File: config.mk
export PLATFORM = sky130hd
export DESIGN_NAME = act_scheduler
export DESIGN_NICKNAME = d
export VERILOG_FILES = /design/src/rtl/fixedpoint_pkg.sv /design/src/rtl/act_scheduler_rr_arbiter.sv /design/src/rtl/act_scheduler.sv
export SDC_FILE = /design/constraint.sdc
export NUM_CORES = 1
export LEC_CHECK = 0
export CORE_ASPECT_RATIO = 1.25
export CORE_MARGIN = 2
export CORE_UTILIZATION = 40
export CTS_CLUSTER_DIAMETER = 200
export DETAILED_ROUTE_END_ITERATION = 8
export SETUP_SLACK_MARGIN = 0.15
export SYNTH_ARGS = -nofsm -noshare
export SYNTH_HDL_FRONTEND = slang
export SYNTH_SLANG_ARGS = --single-unit
File: constraint.sdc
create_clock -name clk -period 18.3 [get_ports clk]
set_clock_uncertainty 0.2 [all_clocks]
set_input_delay 5.49 -clock clk [delete_from_list [all_inputs] [get_ports clk]]
set_output_delay 5.49 -clock clk [all_outputs]
set_load 0.03 [all_outputs]
File: src/rtl/fixedpoint_pkg.sv
`default_nettype none
// ============================================================================
// Package     : fixedpoint
// Description : Q8.8 fixed-point type, activation-mode encoding and the Q8.8
//               multiply helper shared by the activation datapath.
// Contents    : fixed_point_t, FP_FRAC_BITS, act_mode_t, fp_mul_q88()
// Revision    : 1.0 - initial release
// ============================================================================
package fixedpoint;

    typedef logic signed [15:0] fixed_point_t;

    localparam int FP_FRAC_BITS = 8;

    typedef enum logic [1:0] {
        LEAKY = 2'd0,
        RELU  = 2'd1,
        IDENT = 2'd2
    } act_mode_t;

    // Full 32-bit signed product, arithmetic shift (floor), keep low 16 bits.
    function automatic fixed_point_t fp_mul_q88(input fixed_point_t a,
                                                input fixed_point_t b);
        logic signed [31:0] prod;
        logic signed [31:0] shifted;
        prod    = 32'(a) * 32'(b);
        shifted = prod >>> FP_FRAC_BITS;
        return shifted[15:0];
    endfunction

endpackage
`default_nettype wire

File: src/rtl/act_scheduler_rr_arbiter.sv
`default_nettype none
// ============================================================================
// Module      : rr_arbiter
// Description : Round-robin arbiter. Search starts one past the last granted
//               requester; the pointer moves only when a grant is issued
//               while enabled (grant implies a transfer, since grant is only
//               given to an asserted request).
// Ports       : clk, rst      - clock, synchronous active-high reset
//               req [N_REQ]   - request vector
//               en            - grants allowed this cycle
//               grant [N_REQ] - one-hot (or zero) grant, combinational
//               grant_id      - index of the granted requester
// Revision    : 1.0 - initial release
// ============================================================================
module rr_arbiter #(
    parameter  int N_REQ = 4,
    localparam int ID_W  = (N_REQ > 1) ? $clog2(N_REQ) : 1
) (
    input  logic             clk,
    input  logic             rst,
    input  logic [N_REQ-1:0] req,
    input  logic             en,
    output logic [N_REQ-1:0] grant,
    output logic [ID_W-1:0]  grant_id
);

    localparam logic [ID_W-1:0] C_LAST_RST = ID_W'(N_REQ - 1);
    localparam logic [ID_W:0]   C_N_EXT    = (ID_W + 1)'(N_REQ);

    logic [ID_W-1:0] last_grant_q;
    logic [ID_W-1:0] last_grant_d;
    logic            found;

    always_comb begin
        logic [ID_W:0]   sum;
        logic [ID_W-1:0] idx;
        grant    = '0;
        grant_id = '0;
        found    = 1'b0;
        sum      = '0;
        idx      = '0;
        for (int k = 1; k <= N_REQ; k++) begin
            // Candidate (last_grant + k) mod N_REQ; one extra bit holds the carry.
            sum = {1'b0, last_grant_q} + (ID_W + 1)'(k);
            if (sum >= C_N_EXT) begin
                sum = sum - C_N_EXT;
            end
            idx = sum[ID_W-1:0];
            if (en && !found && req[idx]) begin
                found       = 1'b1;
                grant[idx]  = 1'b1;
                grant_id    = idx;
            end
        end
    end

    assign last_grant_d = found ? grant_id : last_grant_q;

    always_ff @(posedge clk) begin
        if (rst) begin
            last_grant_q <= C_LAST_RST;
        end else begin
            last_grant_q <= last_grant_d;
        end
    end

endmodule
`default_nettype wire

File: src/rtl/act_scheduler.sv
`default_nettype none
// ============================================================================
// Module      : act_scheduler
// Description : Shares one 2-stage leaky-ReLU / ReLU / identity activation
//               unit among N_REQ accumulators. A round-robin arbiter admits
//               one sum per cycle into S1 (capture); the activated result is
//               registered in S2 and leaves tagged with the requester index.
// Ports       : clk, rst                 - clock, synchronous active-high reset
//               cfg_mode, cfg_coeff      - activation select / leaky slope
//               req_valid/req_data/req_ready - per-requester valid/ready inputs
//               out_valid/out_data/out_id/out_ready - tagged result stream
//               busy                     - either stage occupied
//               result_count             - results delivered (wraps)
// Revision    : 1.0 - initial release
// ============================================================================
module act_scheduler
    import fixedpoint::*;
#(
    parameter int N_REQ = 4,
    parameter int ID_W  = $clog2(N_REQ)
) (
    input  logic                  clk,
    input  logic                  rst,
    input  logic [1:0]            cfg_mode,
    input  logic [15:0]           cfg_coeff,
    input  logic [N_REQ-1:0]      req_valid,
    input  logic [N_REQ*16-1:0]   req_data,
    output logic [N_REQ-1:0]      req_ready,
    output logic                  out_valid,
    output logic [15:0]           out_data,
    output logic [ID_W-1:0]       out_id,
    input  logic                  out_ready,
    output logic                  busy,
    output logic [15:0]           result_count
);

    // S1 capture stage
    logic         v1_q, v1_d;
    fixed_point_t s1_data_q, s1_data_d;
    logic [ID_W-1:0] s1_id_q, s1_id_d;
    act_mode_t    s1_mode_q, s1_mode_d;
    fixed_point_t s1_coeff_q, s1_coeff_d;
    // S2 output stage
    logic         v2_q, v2_d;
    fixed_point_t out_data_q, out_data_d;
    logic [ID_W-1:0] out_id_q, out_id_d;
    logic [15:0]  count_q, count_d;

    logic            adv1, adv2;
    logic [N_REQ-1:0] grant;
    logic [ID_W-1:0] grant_id;
    fixed_point_t    sel_data;
    fixed_point_t    act_res;

    assign adv2 = !v2_q || out_ready;
    assign adv1 = !v1_q || adv2;

    // Reset gates the enable so no requester sees ready during reset.
    rr_arbiter #(.N_REQ(N_REQ)) u_arb (
        .clk      (clk),
        .rst      (rst),
        .req      (req_valid),
        .en       (adv1 && !rst),
        .grant    (grant),
        .grant_id (grant_id)
    );

    assign req_ready = grant;

    // One-hot mux of the granted requester's sum.
    always_comb begin
        sel_data = '0;
        for (int i = 0; i < N_REQ; i++) begin
            if (grant[i]) begin
                sel_data = req_data[i*16 +: 16];
            end
        end
    end

    // Activation between S1 and S2; non-negative inputs pass in every mode.
    always_comb begin
        act_res = s1_data_q;
        if (s1_data_q[15]) begin
            case (s1_mode_q)
                RELU:    act_res = '0;
                IDENT:   act_res = s1_data_q;
                default: act_res = fp_mul_q88(s1_data_q, s1_coeff_q);
            endcase
        end
    end

    always_comb begin
        v1_d       = v1_q;
        s1_data_d  = s1_data_q;
        s1_id_d    = s1_id_q;
        s1_mode_d  = s1_mode_q;
        s1_coeff_d = s1_coeff_q;
        v2_d       = v2_q;
        out_data_d = out_data_q;
        out_id_d   = out_id_q;
        count_d    = count_q;

        if (adv1) begin
            v1_d = |grant;
            if (|grant) begin
                s1_data_d  = sel_data;
                s1_id_d    = grant_id;
                // Mode 3 is folded onto leaky ReLU at capture.
                s1_mode_d  = (cfg_mode == 2'd3) ? LEAKY : act_mode_t'(cfg_mode);
                s1_coeff_d = cfg_coeff;
            end
        end
        if (adv2) begin
            v2_d = v1_q;
            if (v1_q) begin
                out_data_d = act_res;
                out_id_d   = s1_id_q;
            end
        end
        if (v2_q && out_ready) begin
            count_d = count_q + 16'd1;
        end
    end

    always_ff @(posedge clk) begin
        if (rst) begin
            v1_q       <= 1'b0;
            s1_data_q  <= '0;
            s1_id_q    <= '0;
            s1_mode_q  <= LEAKY;
            s1_coeff_q <= '0;
            v2_q       <= 1'b0;
            out_data_q <= '0;
            out_id_q   <= '0;
            count_q    <= '0;
        end else begin
            v1_q       <= v1_d;
            s1_data_q  <= s1_data_d;
            s1_id_q    <= s1_id_d;
            s1_mode_q  <= s1_mode_d;
            s1_coeff_q <= s1_coeff_d;
            v2_q       <= v2_d;
            out_data_q <= out_data_d;
            out_id_q   <= out_id_d;
            count_q    <= count_d;
        end
    end

    assign out_valid    = v2_q;
    assign out_data     = out_data_q;
    assign out_id       = out_id_q;
    assign busy         = v1_q || v2_q;
    assign result_count = count_q;

endmodule
`default_nettype wire

* Word level (Yosys, flattened, before mapping)
Index checks and enable logic that the tools add are counted.
** Storage, ports and cells
- Output and inout port bits :: 40
- Input port bits :: 89
- Bits in registers :: 74
** Operators by class
- $mul :: 1
- Eq/ne operators :: 3
- Order comparisons :: 12
- Bitwise operators :: 3
- Add/subtract/negate cells :: 9
- Reduce and logical (&&, ||, !) cells :: 25
- Mux-type cells :: 39
** Operators by type and width (count)
- 16-bit two-way mux :: 5
- 16-bit one-hot mux with 2 select lines :: 1
- 16-bit by 16-bit multiplier with 24-bit output :: 1
- 2-bit two-way mux :: 9
- 16-bit by 1-bit adder with 16-bit output, second input constant :: 1
- 4-bit two-way mux :: 4
- 1-bit logical AND :: 13
- 3-bit >= comparator, second input constant :: 4
- 2-bit by 3-bit less-than comparator with 1-bit output, second input constant :: 4
- 1-bit two-way mux :: 12
- 4-bit bitwise OR :: 3
- 1-bit binary-select mux with 2-bit select :: 4
- 1-bit demux with 2-bit select :: 4
- 2-bit by 1-bit >= comparator with 1-bit output, second input constant :: 4
- 2-bit by 1-bit subtractor with 2-bit output, second input constant :: 4
- 2-bit by 2-bit adder with 3-bit output, second input constant :: 2
- 1-bit logical NOT :: 6
- 2-bit equality test, second input constant :: 2
- 2-bit AND reduction :: 2
- 4-bit OR reduction :: 1
- 2-bit by 1-bit adder with 3-bit output, second input constant :: 1
- 2-bit by 3-bit adder with 3-bit output, second input constant :: 1
- 1-bit logical OR :: 3
- 2-bit by 1-bit equality test with 1-bit output, second input constant :: 1

* Longest topological paths before layout
- Word-level depth :: 23
- Depth in mapped cells :: 23
- Gate-level depth less buffers :: 21

* Hierarchy
Synthesis repeated with hierarchy kept, for this count alone.
** Second synthesis, totals
- Cell total of the unflattened synthesis :: 1306
- Area total of the unflattened synthesis :: 11094.4 um^2
** Modules (own cells, without submodules)
- act_scheduler :: area an instance 10541.4 um^2, instances 1, sequential area each 1441.4 um^2, cells each 1239
- rr_arbiter :: area an instance 553.0 um^2, instances 1, sequential area each 40.0 um^2, cells each 67

* Least setup slack after synthesis
No wires, ideal clock.
- Path kind :: input-to-output
- From :: in req_valid[3]
- To :: out req_ready[1]
- Arrival :: 7415 ps
- Stages on the path :: 8
- Setup slack :: 5195 ps
- Path through :: buf_2 -> mux4_1 -> buf_4 -> a211oi_2 -> o21ai_1 -> o21ai_1 -> buf_4 -> clkbuf_1
** On the way
- Cells in the longest elaborated chain, start to end :: 16
** Ends and longest elaborated chain
- start: declaration :: RTL line act_scheduler.sv:26 : input logic [N_REQ-1:0] req_valid,
- 1-bit binary-select mux with 2-bit select :: RTL line act_scheduler_rr_arbiter.sv:49 : if (en && !found && req[idx]) begin
- 1-bit two-way mux (implied by the code) :: RTL line act_scheduler_rr_arbiter.sv:49
- 1-bit logical AND :: RTL line act_scheduler_rr_arbiter.sv:49
- 1-bit two-way mux :: RTL line act_scheduler_rr_arbiter.sv:49
- 1-bit logical NOT :: RTL line act_scheduler_rr_arbiter.sv:49
- 1-bit logical AND (2 in a row) :: RTL line act_scheduler_rr_arbiter.sv:49
- 1-bit two-way mux :: RTL line act_scheduler_rr_arbiter.sv:49
- 1-bit logical NOT :: RTL line act_scheduler_rr_arbiter.sv:49
- 1-bit logical AND (2 in a row) :: RTL line act_scheduler_rr_arbiter.sv:49
- 1-bit two-way mux :: RTL line act_scheduler_rr_arbiter.sv:49
- 1-bit logical NOT :: RTL line act_scheduler_rr_arbiter.sv:49
- 1-bit logical AND (2 in a row) :: RTL line act_scheduler_rr_arbiter.sv:49
- 4-bit two-way mux * :: RTL line act_scheduler_rr_arbiter.sv:49
- end: declaration :: RTL line act_scheduler.sv:28 : output logic [N_REQ-1:0] req_ready,
Mark *: on every way between the ends. The rest lies on a longest branch, timed or not. The select of a mux whose other input is x is not followed.

* Final worst setup path
- From :: in req_valid[2]
- To :: out req_ready[3]
Same word-level chain as after synthesis.

==> impl_summary.txt <==
----------------------------------------------------
[GRT]
  Total GRT Usage ... 21.9%
  Wire length of the first global-routing pass ... 50900 um
  Via count of the first global-routing pass ... 9632
  Largest net degree at the start of global routing ... 77
  Grt ovf ... 0
  Initial antenna violation count ... 0

[Worst setup path]
  Critical path's most frequent cell ... clkdlybuf4s50_1
  Startpoint of the worst-slack reg-to-reg timing path ... s1_data_q[10]$_SDFFE_PP0P_
  Path depth of the worst reg2reg path ... 19
  Minimum setup slack among reg-to-reg paths ... 11.45 ns
  Crit Path Class ... primary input to output pin
  Data required time of the worst path ... 12.61 ns
  CP arrival ... 8.78 ns
  Reg-to-Reg End ... out_data[12]$_SDFFE_PP0P_
  Slowest CP cell ... clkdlybuf4s50_1
  Series of cell instances along the critical path ... clkdlybuf4s50_1 > nor3b_1 > a221o_1 > a31oi_1 > o31ai_1 > nand2_2 > inv_2 > clkdlybuf4s50_1
  Startpoint type of the worst setup path ... primary input
  Largest fanout on the critical path ... 19
  Element type at the critical path end ... output pin
  Stage delay of the slowest cell on the critical path ... 0.78 ns

[Pwr]
  Net switching power ... 680 uW
  Leakage ... 5.97 nW
  Proportion of power drawn by combinational gates ... 64.9%
  Power density relative to cell area ... 104 nW/um^2
  Net switching fraction of the power ... 49.8%
  Clock network fraction of total power ... 14.5%
  Internal power ... 686 uW
  Largest voltage drop on the vdd net ... 70.7 uV
  Sequential share of power ... 20.6%

[Yosys]
  Ranking of synthesized cells by instance count ... inv_1 (251), fa_1 (186), nand2_1 (169), and2_1 (117), ha_1 (80)
  Synth Cell Area ... 11300 um^2
  Area share of the largest cell type after synthesis ... 32.9%
  Count of synthesis-stage warnings from yosys ... 0
  Primary flip-flop cell chosen by synthesis mapping ... dfxtp_1
  Post-Syn Instances ... 1298
  Number of synthesized flops with an enable pin ... 0
  Cells taking the most area after synthesis ... fa_1 (33%), dfxtp_1 (13%), ha_1 (8.9%)
  Most used standard cell by instance count after synthesis ... inv_1
  Share of synthesized flip-flops with an asynchronous set or reset ... 0%
  Post-synthesis average cell area ... 8.71 um^2
  Seq cells post-synth ... 74
  Syn_nets ... 1653
  Area leader, netlist ... fa_1
  Sequential element share of the synthesized area ... 13.1%
  Count of different cell masters after synthesis ... 73

[Placement]
  Buffers on Ports ... 128
  Placed instance area ... 12800 um^2
  Detailed placement HPWL ... 24500 um
  Final weighted congestion in routability-driven placement ... 0.866

[STA]
  RSZ-0062 raised after global routing ... no
  Count of final max-slew check failures ... 0
  Measured slew at the worst slew-check pin ... 1.12 ns
  Number of hold violations in the final report ... 0
  Summed negative setup slack over all endpoints ... 0 ns
  Final period utilization ... 79.1%
  Max Clock Freq ... 69.1 MHz
  Final setup violating endpoints ... 0
  Final critical path time including I/O delays and setup ... 14.47 ns
  Worst slew margin relative to its limit ... 25.2%

[CTS]
  TritonCTS clock tree ... yes
  TritonCTS sink count ... 74
  CTS resizes ... 0
  Clock-pin slew of the registers on the worst-case setup and hold paths ... 0.06 ns
  Number of buffers added for setup after CTS ... 0
  Clock buffers created by TritonCTS ... 9
  Clock latency reported for the late side of the worst-skew pair ... 0.34 ns
  Hold-fix buffer count after cts ... 0
  Max H-tree Level ... 3
  Root buf cell ... clkbuf_16
  Worst-case clock buffer depth ... 2

[Hold path]
  Min-Delay Path Depth ... 2
  Capture endpoint of the worst hold path ... s1_id_q[1]$_SDFFE_PP0P_
  Hold/Removal Path Class ... flop to flop
  Worst hold path startpoint ... s1_id_q[1]$_SDFFE_PP0P_

[Run]
  Max_cap viols ... 0

[Cells and area]
  Reg area ... 1480 um^2
  Area growth, synth to finish ... 16.3%
  Share of cells above drive strength 1 ... 4.91%
  Number of inserted filler cells in the final layout ... 2723
  Non-Filler Cell Area, Final ... 13200 um^2
  Area used by multi-input combinational logic ... 8540 um^2
  Total Nets Final ... 1735

[Status]
  Result of the run ... completed

[Die]
  Die Wd ... 154 um
  Area of the die ... 29600 um^2
  Number of placement rows ... 68
  Starting density of the core ... 40.8%
  Area of the core ... 27700 um^2
  Count of boundary I/O pins ... 129
  Die outline height ... 192 um

[Route]
  Wire length per cell after detailed routing ... 17.6 um
  Overall routed net length ... 30600 um
  First-pass detailed-route iteration total ... 5
  DR vias/cell ... 5.19
  DRC violation count after routing ... 0
  Number of design-rule violations left by the first detailed-router iteration ... 312
  Via count ... 9002
  Number of nets still failing antenna checks after routing ... 0

----------------------------------------------------
## per-layer routing
metal / GRT usage, % / part of all wire (%) / up-vias / wire [um]
met2: 39.7 / 51 / 211 / 15700
met5: 0 / 0 / - / 0
li1: - / - / 4219 / -
met1: 25.9 / 40 / 4536 / 12400
met4: 6.45 / 1.7 / 0 / 535
met3: 4.87 / 6.5 / 36 / 2000
## cells in the final DEF, fill, tap and decap left out, drive strengths merged, types with 16 or more instances in the layout
cell,netlist,routed
nor2,46,46
ha,80,80
fa,186,186
a221o,18,18
a22oi,17,17
nand2,170,170
and2,117,117
a21oi,61,61
xor2,18,18
xnor2,28,28
inv,254,256
buf,18,17
o211ai,16,16
clkdlybuf4s50,0,127
o21ai,17,17
dfxtp,74,74
## power groups by stage
stage          registers, mW  logic (mW)  clock network, mW
2_1_floorplan          0.232       0.669                  0
3_3_place_gp           0.283       0.888                  0
3_5_place_dp           0.284       0.894                  0
4_1_cts                0.281       0.903              0.203
5_1_grt                0.286        1.01              0.208
6_report               0.282       0.886              0.198
## worst max-delay path, delay by kind of cell
kind | cells | cell delay, ns
AND/OR/NAND/NOR | 2 | 0.74
buffers and inverters | 3 | 1.81
AO/OA/AOI/OAI | 3 | 0.73
## stage by stage
stage | power, mW | setup WS, ns | cells | hold WS, ns | utilization (%)
4_1_cts | 1.39 | 3.85 | 1735 | 0.251 | 47.4
3_3_place_gp | 1.17 | 3.90 | 1719 | 0.241 | 46.2
6_report | 1.37 | 3.83 | 1736 | 0.254 | 47.4
5_1_grt | 1.50 | 3.66 | 1735 | 0.273 | 47.4
3_5_place_dp | 1.18 | 3.86 | 1719 | 0.245 | 46.2
2_1_floorplan | 0.902 | 5.20 | 1298 | 0.232 | -
## registers in the layout, summed over array words and instances (netlist names)
name,flops
u_arb.last_grant_q,2
s1_id_q,2
s1_mode_q,2
s1_data_q,16
result_count,16
v1_q,1
s1_coeff_q,16
out_data,16
out_id,2
out_valid,1
## cell families after synthesis
group	count (synthesis)	synth area share, %
simple gates	393	17.0
compound gates	186	12.4
flops	74	13.1
buf+inv	327	11.3
mux	6	0.808
xor+xnor	46	3.56
fa+ha+maj	266	41.8
## cell type report
| cell class | instances | share of cell area (%) |
|---|---|---|
| well taps | 350 | 3.33 |
| diodes | 1 | 0.0190 |
| flip-flops and latches | 74 | 11.3 |
| clock buffers | 10 | 1.82 |
| multi-input cells | 897 | 64.9 |
| repair buffers | 144 | 10.6 |
| inverters | 254 | 7.27 |
| clock inverters | 6 | 0.742 |
## worst max path at each step
stage | slack (ns) | from | to
after global placement | 3.90 | req_valid[3] | req_ready[3]
final | 3.83 | req_valid[2] | req_ready[3]
after CTS | 3.85 | req_valid[2] | req_ready[3]
after global routing | 3.66 | req_valid[2] | req_ready[3]
after floorplan | 5.20 | req_valid[3] | req_ready[1]
after detailed placement | 3.86 | req_valid[2] | req_ready[3]
Note: power is estimated with default switching activity, not from simulation.
